`src/rtl/router_pkt_fifo.sv`:
```
// Packet-aware output-channel FIFO: stores {header flag, data}, tracks fill level,
// and counts remaining packet bytes on the read side. Read data latency 1 cycle.
// Backpressure: writes while full and reads while empty are dropped (no state change).
// Optional macro ROUTER_PKT_FIFO_ERR_EN adds sticky overflow_err/underflow_err outputs.
module router_pkt_fifo #(
  parameter int DATA_WIDTH = 8,
  parameter int DEPTH      = 16,
  parameter int AFULL_LVL  = 14,
  localparam int AW        = $clog2(DEPTH)
) (
  input  logic                  clock,
  input  logic                  resetn,
  input  logic                  soft_reset,
  input  logic                  write_enb,
  input  logic                  lfd_state,
  input  logic [DATA_WIDTH-1:0] data_in,
  input  logic                  read_enb,
  output logic [DATA_WIDTH-1:0] data_out,
  output logic                  empty,
  output logic                  full,
  output logic                  almost_full,
  output logic [AW:0]           fill_level,
  output logic                  pkt_busy,
`ifdef ROUTER_PKT_FIFO_ERR_EN
  output logic                  pkt_done,
  output logic                  overflow_err,
  output logic                  underflow_err
`else
  output logic                  pkt_done
`endif
);

  // Remaining-byte counter width: holds header length field plus one.
  localparam int CW = DATA_WIDTH - 1;
  localparam logic [AW:0] AFULL_CNT = (AW+1)'(AFULL_LVL);

  logic [DATA_WIDTH:0]   mem_q [DEPTH];
  logic [AW:0]           wr_ptr_q, rd_ptr_q;
  logic                  hdr_q;
  logic [CW-1:0]         cnt_q, cnt_d;
  logic                  done_q, done_d;
  logic [DATA_WIDTH-1:0] dout_q;
  logic                  wr_acc, rd_acc;
  logic [DATA_WIDTH:0]   rd_word;

  assign empty       = (wr_ptr_q == rd_ptr_q);
  assign full        = (wr_ptr_q[AW] != rd_ptr_q[AW]) &&
                       (wr_ptr_q[AW-1:0] == rd_ptr_q[AW-1:0]);
  assign fill_level  = wr_ptr_q - rd_ptr_q;
  assign almost_full = (fill_level >= AFULL_CNT);
  assign pkt_busy    = (cnt_q != '0);
  assign pkt_done    = done_q;
  assign data_out    = dout_q;

  assign wr_acc  = write_enb && !full;
  assign rd_acc  = read_enb && !empty;
  assign rd_word = mem_q[rd_ptr_q[AW-1:0]];

  // Next remaining-byte count: a header read (re)loads, a payload read counts down.
  always_comb begin
    cnt_d  = cnt_q;
    done_d = 1'b0;
    if (rd_acc) begin
      if (rd_word[DATA_WIDTH]) begin
        cnt_d = CW'(rd_word[DATA_WIDTH-1:2]) + CW'(1);
      end else if (cnt_q != '0) begin
        cnt_d  = cnt_q - CW'(1);
        done_d = (cnt_q == CW'(1));
      end
    end
  end

  // Storage array; contents are not reset, only the pointers are.
  always_ff @(posedge clock) begin
    if (wr_acc && !soft_reset) begin
      mem_q[wr_ptr_q[AW-1:0]] <= {hdr_q, data_in};
    end
  end

  // Pointers, header-flag delay, read data register and packet counter.
  always_ff @(posedge clock or negedge resetn) begin
    if (!resetn) begin
      wr_ptr_q <= '0;
      rd_ptr_q <= '0;
      hdr_q    <= 1'b0;
      cnt_q    <= '0;
      done_q   <= 1'b0;
      dout_q   <= '0;
    end else if (soft_reset) begin
      wr_ptr_q <= '0;
      rd_ptr_q <= '0;
      hdr_q    <= 1'b0;
      cnt_q    <= '0;
      done_q   <= 1'b0;
      dout_q   <= '0;
    end else begin
      hdr_q  <= lfd_state;
      cnt_q  <= cnt_d;
      done_q <= done_d;
      if (wr_acc) wr_ptr_q <= wr_ptr_q + 1'b1;
      if (rd_acc) begin
        rd_ptr_q <= rd_ptr_q + 1'b1;
        dout_q   <= rd_word[DATA_WIDTH-1:0];
      end
    end
  end

`ifdef ROUTER_PKT_FIFO_ERR_EN
  logic ovf_q, unf_q;
  assign overflow_err  = ovf_q;
  assign underflow_err = unf_q;

  // Sticky error flags for dropped requests; only a reset or flush clears them.
  always_ff @(posedge clock or negedge resetn) begin
    if (!resetn) begin
      ovf_q <= 1'b0;
      unf_q <= 1'b0;
    end else if (soft_reset) begin
      ovf_q <= 1'b0;
      unf_q <= 1'b0;
    end else begin
      if (write_enb && full) ovf_q <= 1'b1;
      if (read_enb && empty) unf_q <= 1'b1;
    end
  end
`endif

endmodule

```
`config.mk`:
```
export PLATFORM = sky130hd
export DESIGN_NAME = router_pkt_fifo
export DESIGN_NICKNAME = d
export VERILOG_FILES = /design/src/rtl/router_pkt_fifo.sv
export SDC_FILE = /design/constraint.sdc
export NUM_CORES = 1
export LEC_CHECK = 0
export ABC_AREA = 1
export CAP_MARGIN = 20
export CORE_MARGIN = 10
export CORE_UTILIZATION = 30
export CTS_BUF_LIST = sky130_fd_sc_hd__clkbuf_16
export DETAILED_ROUTE_END_ITERATION = 16
export PLACE_DENSITY = 0.53
export SYNTH_ARGS = -nofsm -noshare
export SYNTH_HDL_FRONTEND = slang
export SYNTH_SLANG_ARGS = --single-unit
export TNS_END_PERCENT = 1
```
`constraint.sdc`:
```
create_clock -name clock -period 5.4 [get_ports clock]
set_clock_uncertainty 0.1 [all_clocks]
set_input_delay 1.08 -clock clock [delete_from_list [all_inputs] [get_ports clock]]
set_output_delay 1.08 -clock clock [all_outputs]
set_load 0.005 [all_outputs]
```
==> flow_summary.json, run 1 <==
{
  "grt_pass1_vias": 5095,
  "powerDensity_nw_per_um2": 368,
  "cts_made_buffers": 17,
  "cp_max_fo": 13,
  "final-setup-viol-count": 0,
  "wirelength_mm": 19.9,
  "drt-vias-per-instance": 4.69,
  "grt_max_degree": 50,
  "maxSlewHeadroom_pct": 37.1,
  "fin_cells": 1121,
  "fin_crit_ps": 4010,
  "fin_util_pct": 35.0,
  "ios": 32,
  "ir_worst_vdd_mv": 0.176,
  "crit_slowest_cell": "dfrtp_1",
  "cap_violations": 0,
  "die_w_um": 181,
  "ys_types": 33,
  "chipHeight_um": 181,
  "cts_hold_buf": 0,
  "row_count": 58,
  "clock.fmax_mhz": 250,
  "post_cts_buffers": 0,
  "final.setup.worst_slack_ps": 1390,
  "cts_tree": "yes",
  "path_class": "reg -> out",
  "clock_sinks": 171,
  "max_stage_delay_ps": 610,
  "clkSlewWorstSetupHoldPaths_ps": 70,
  "worstSetupStartpointType": "flop",
  "io_buffers": 31,
  "required_ps": 4220,
  "path_cells": "inv_1 > ha_1 > nand2_1 > nor3_1 > nand2_1 > inv_1 > clkdlybuf4s50_1",
  "total_power_mw": 3.26,
  "post-route-drc-count": 0,
  "final_min_period_over_clock_period_pct": 74.2,
  "hold_path.class": "reg -> reg",
  "antenna-diode-count": 0,
  "final.setup.tns_ps": 0,
  "regArea_sq_um": 5000,
  "multi_input_area_sq_um": 2220,
  "fill_cells": 2539,
  "drt_iter0_markers": 472,
  "drive_gt1_share_pct": 8.09,
  "initial_core_util_pct": 30.6,
  "cp_top_family": "buffers and inverters",
  "overflow": 0,
  "power.leakage_nw": 3.52,
  "detail-route-antenna-nets": 0,
  "htree_levels": 4,
  "placed_area_sq_um": 8330,
  "crit_arrival_ps": 2830,
  "cp_num_buf_inv": 3,
  "wl_per_cell_um": 17.7,
  "area.growth.synth_to_final_pct": 14.3,
  "end_kind": "output port",
  "ys_seq_elements": 171,
  "worst_pin_slew_ps": 941,
  "status": "complete, no violations",
  "num-nets-final": 806,
  "die_area_sq_um": 32600,
  "dp_hpwl_mm": 13.2,
  "dp_cells": 1090,
  "yosysWarningCount": 0,
  "cts.repair.resized": 0,
  "yosysSeqAreaShare_pct": 64.6,
  "grt_first_pass_wirelength_mm": 30.7,
  "cts_buffer_depth": 2,
  "avgSynthCellArea_sq_um": 10.4,
  "vias": 5260,
  "report.final.slew_viol_count": 0,
  "r2r_setup_slack_ps": 1830,
  "drtPass1Iterations": 5,
  "clockRootBuffer": "clkbuf_16",
  "antenna_found_initial": 0,
  "insertion_delay_ps": 420,
  "rsz0062_at_grt": "false",
  "synth_area_sq_um": 7740,
  "core_area_sq_um": 25300,
  "pre_cts_ws_ps": 1740,
  "synthCells": 748,
  "fin_area_sq_um": 8850,
  "gp_congestion": 0.838,
  "hold_ws_ps": 388,
  "hold_viol_final": 0,
  "synth_fp_nets": 775,
  "grtUsageTotal_pct": 12.2
}
==> cells in the final DEF (no fill, tap or decap), types with 9 or more instances in the layout <==
cell type	count
o21ai_0	44
ha_1	12
nand2_1	203
clkdlybuf4s50_1	31
buf_4	11
o21ai_1	17
nand3_1	58
edfxtp_1	144
dfrtp_1	26
inv_1	77
nor3_1	9
clkbuf_16	17
nor2_1	72
==> worst register-to-register path, delay by kind of cell (launching register included) <==
kind	cells	cell delay, ps
and+or+nand+nor	7	1770
DFF	1	610
adders and majority gates	1	420
buffers and inverters	1	310
==> kinds of logic after synthesis <==
logic type               Yosys count  share of synthesized area [%]
AO/OA/AOI/OAI                     88                           6.48
adder cells (fa/ha/maj)           13                           2.20
flip-flops                       171                           64.6
buffers and inverters            111                           6.82
AND/OR/NAND/NOR                  357                           19.0
XOR/XNOR                           8                          0.905
==> report_power, final <==
group	switching, mW	internal (mW)
sequential	0.0297	1.47
clock	0.518	0.587
combinational	0.423	0.231
==> state kept, by name, indices dropped and copies added (netlist names) <==
register  count
cnt_q         7
data_out      8
hdr_q         1
mem_q       144
pkt_done      1
rd_ptr_q      5
wr_ptr_q      5
==> area by class of cell <==
| class | count | area share [%] |
|---|---|---|
| clock inverter | 14 | 1.13 |
| tap | 330 | 4.66 |
| inverter | 81 | 3.43 |
| clock buffer | 17 | 4.80 |
| sequential | 171 | 56.5 |
| timing repair buffer | 42 | 4.44 |
| multi-input combinational | 466 | 25.0 |
==> path summary, 6_finish.rpt <==
kind                                    startpoint                       to  cells past startpoint
max                        rd_ptr_q[2]$_DFFE_PN0P_                     full                      7
min                        wr_ptr_q[4]$_DFFE_PN0P_  wr_ptr_q[4]$_DFFE_PN0P_                      1
max reg2reg                rd_ptr_q[2]$_DFFE_PN0P_    mem_q[2][2]$_DFFE_PP_                      9
min reg2reg                wr_ptr_q[4]$_DFFE_PN0P_  wr_ptr_q[4]$_DFFE_PN0P_                      1
max in group asynchronous                   resetn  rd_ptr_q[0]$_DFFE_PN0P_                      2
min in group asynchronous                   resetn  data_out[2]$_DFFE_PN0P_                      2
==> synth_stat cells <==
cell      instances  area, sq um
a21oi_1           7         35.0
a21oi_2           1         8.76
buf_1             1         3.75
buf_2            14         70.1
buf_4             1         7.51
buf_6            12          135
clkbuf_1          2         7.51
clkinv_1          1         3.75
dfrtp_1          27          676
edfxtp_1        144         4320
fa_1              1         20.0
ha_1             12          150
inv_1            75          282
inv_2             5         18.8
nand2_1         203          762
nand2_2           6         37.5
nand2_4           2         22.5
nand3_1          58          290
nand3_2           1         10.0
nand4_1           1         6.26
nor2_1           72          270
nor2_2            4         25.0
nor3_1            9         45.0
nor4_1            1         6.26
o211ai_2          2         25.0
o21ai_0          44          220
o21ai_1          17         85.1
o21ai_2           3         26.3
o21bai_1          3         22.5
o221ai_1          4         35.0
o22ai_1           7         43.8
xnor2_1           3         26.3
xor2_1            5         43.8
==> metal layers <==
metal | routed length, um | vias to the layer above | part of all wire (%) | track usage, %
met1 | 9390 | 2564 | 47 | 16.4
met4 | 168 | 0 | 0.84 | 3.15
met2 | 9270 | 137 | 47 | 19.0
met5 | 0 | - | 0 | 0
li1 | - | 2549 | - | -
met3 | 1060 | 10 | 5.3 | 2.99
(Power assumes the default switching activity.)
==> run 2, diff against run 1 <==
- PLACE_DENSITY: 0.53 -> 0.55
- clock period: 5.4 -> 3.65 ns (I/O delays scaled with it)
==> flow_summary.json, run 2 (synthesis results as in run 1) <==
{
  "status": "complete, no violations",
  "cts_made_buffers": 17,
  "min_from": "wr_ptr_q[4]$_DFFE_PN0P_",
  "ios": 32,
  "core_area_sq_um": 25300,
  "final-setup-viol-count": 0,
  "io_buffers": 31,
  "cts.repair.resized": 0,
  "fin_util_pct": 36.1,
  "largest_reg_flops": 144,
  "final_common_cell": "nand2_1",
  "path_class": "reg -> out",
  "cts_tree": "yes",
  "p_sw_mw": 1.46,
  "multi_input_area_sq_um": 2220,
  "max_stage_delay_ps": 540,
  "die_area_sq_um": 32600,
  "hold_path.class": "reg -> reg",
  "insertion_delay_ps": 430,
  "antenna_found_initial": 0,
  "crit_arrival_ps": 2580,
  "drt-vias-per-instance": 4.63,
  "post-route-drc-count": 0,
  "maxSlewHeadroom_pct": 39.7,
  "clock_sinks": 171,
  "gp_congestion": 0.803,
  "ir_worst_vdd_mv": 0.348,
  "pre_cts_ws_ps": 651,
  "fin_crit_ps": 3410,
  "clockRootBuffer": "clkbuf_16",
  "detail-route-antenna-nets": 0,
  "grt-busiest-layer": "met2",
  "overflow": 0,
  "dp_hpwl_mm": 11.7,
  "grt_pass1_vias": 5039,
  "grtUsageMet2_pct": 18.5,
  "cap_violations": 0,
  "r2r-start": "rd_ptr_q[0]$_DFFE_PN0P_",
  "path_cells": "inv_2 > ha_1 > inv_1 > fa_1 > a21oi_1 > o21bai_1 > xor2_1 > o21ai_0 > clkdlybuf4s50_1",
  "use_met1_pct": 15.7,
  "drt_iter0_markers": 482,
  "worstSetupStartpointType": "flop",
  "num-nets-final": 828,
  "htree_levels": 4,
  "vias": 5302,
  "p_sw_share_pct": 29.0,
  "grt_max_degree": 69,
  "seqPwrFrac_pct": 44.0,
  "worst_pin_slew_ps": 902,
  "required_ps": 2820,
  "r2r_end": "cnt_q[4]$_DFFE_PN0P_",
  "rr_worst_depth": 17,
  "antenna-diode-count": 0,
  "final_min_period_over_clock_period_pct": 93.4,
  "cp_max_fo": 5,
  "grtUsageTotal_pct": 11.7,
  "die_w_um": 181,
  "cts_hold_buf": 0,
  "pwr-share-clk_pct": 37.4,
  "r2r_setup_slack_ps": 960,
  "regArea_sq_um": 5000,
  "chipHeight_um": 181,
  "wl_per_cell_um": 16.6,
  "hold_end": "wr_ptr_q[4]$_DFFE_PN0P_",
  "clock.fmax_mhz": 293,
  "drtPass1Iterations": 6,
  "final.setup.worst_slack_ps": 242,
  "powerDensity_nw_per_um2": 551,
  "hold_viol_final": 0,
  "wirelength_mm": 19.0,
  "grt_first_pass_wirelength_mm": 29.8,
  "final.setup.tns_ps": 0,
  "row_count": 58,
  "clkSlewWorstSetupHoldPaths_ps": 70,
  "initial_core_util_pct": 30.6,
  "area.growth.synth_to_final_pct": 18.0,
  "p_comb_share_pct": 18.6,
  "fill_cells": 2517,
  "power.leakage_nw": 3.69,
  "report.final.slew_viol_count": 0,
  "cts_buffer_depth": 2,
  "use_met3_pct": 2.77,
  "post_cts_buffers": 0,
  "drive_gt1_share_pct": 11.2,
  "total_power_mw": 5.04,
  "crit_slowest_cell": "clkdlybuf4s50_1",
  "rsz0062_at_grt": "false",
  "final_cell_mix": "nand2_1, edfxtp_1, inv_1, nor2_1, nand3_1",
  "internal-power_mw": 3.57,
  "hold_path_depth": 1,
  "end_kind": "output port"
}
==> run 2: worst max-delay path: cells and delay by family, from the launching register on <==
family / cells / cell delay (ps)
AO/OA/AOI/OAI: 3 / 330
XOR/XNOR: 1 / 160
adder cells (fa/ha/maj): 2 / 550
buffers and inverters: 3 / 710
flip-flops: 1 / 420
==> run 2: area by class of cell <==
cell class / instances / share of cell area [%]
flip-flops and latches: 171 / 54.7
repair buffers: 64 / 6.24
well taps: 330 / 4.52
multi-input cells: 466 / 24.3
clock inverters: 15 / 2.25
inverters: 81 / 3.33
clock buffers: 17 / 4.66
==> run 2: per-stage QoR <==
step	hold slack, ps	std cells	cell area, sq um
finish	390	1144	9140
global route	411	1144	9140
CTS	390	1144	9140
detailed placement	378	1112	8510
global placement	368	1112	8510
floorplan	334	748	7740
==> run 2: worst max-delay path by stage <==
| stage | startpoint | endpoint | slack, ps | depth (start not counted) |
|---|---|---|---|---|
| floorplan | rd_ptr_q[1]$_DFFE_PN0P_ | mem_q[15][0]$_DFFE_PP_ | 850 | 9 |
| global placement | wr_ptr_q[0]$_DFFE_PN0P_ | almost_full | 710 | 9 |
| detailed placement | wr_ptr_q[0]$_DFFE_PN0P_ | almost_full | 650 | 9 |
| CTS | wr_ptr_q[0]$_DFFE_PN0P_ | almost_full | 190 | 9 |
| global route | wr_ptr_q[0]$_DFFE_PN0P_ | almost_full | 60 | 9 |
| finish | wr_ptr_q[0]$_DFFE_PN0P_ | almost_full | 240 | 9 |
==> run 2: routing by layer <==
layer,wire length [um],vias to the layer above
met5,0,-
met4,143,0
met3,1050,14
met2,8920,121
met1,8840,2568
li1,-,2599
==> run 2: power groups by stage <==
stage	registers (mW)	clock network [mW]	logic, mW
2_1_floorplan	2.25	0	0.661
3_3_place_gp	2.26	0	0.942
3_5_place_dp	2.26	0	0.946
4_1_cts	2.22	1.92	0.953
5_1_grt	2.22	2.00	1.07
6_report	2.22	1.88	0.936
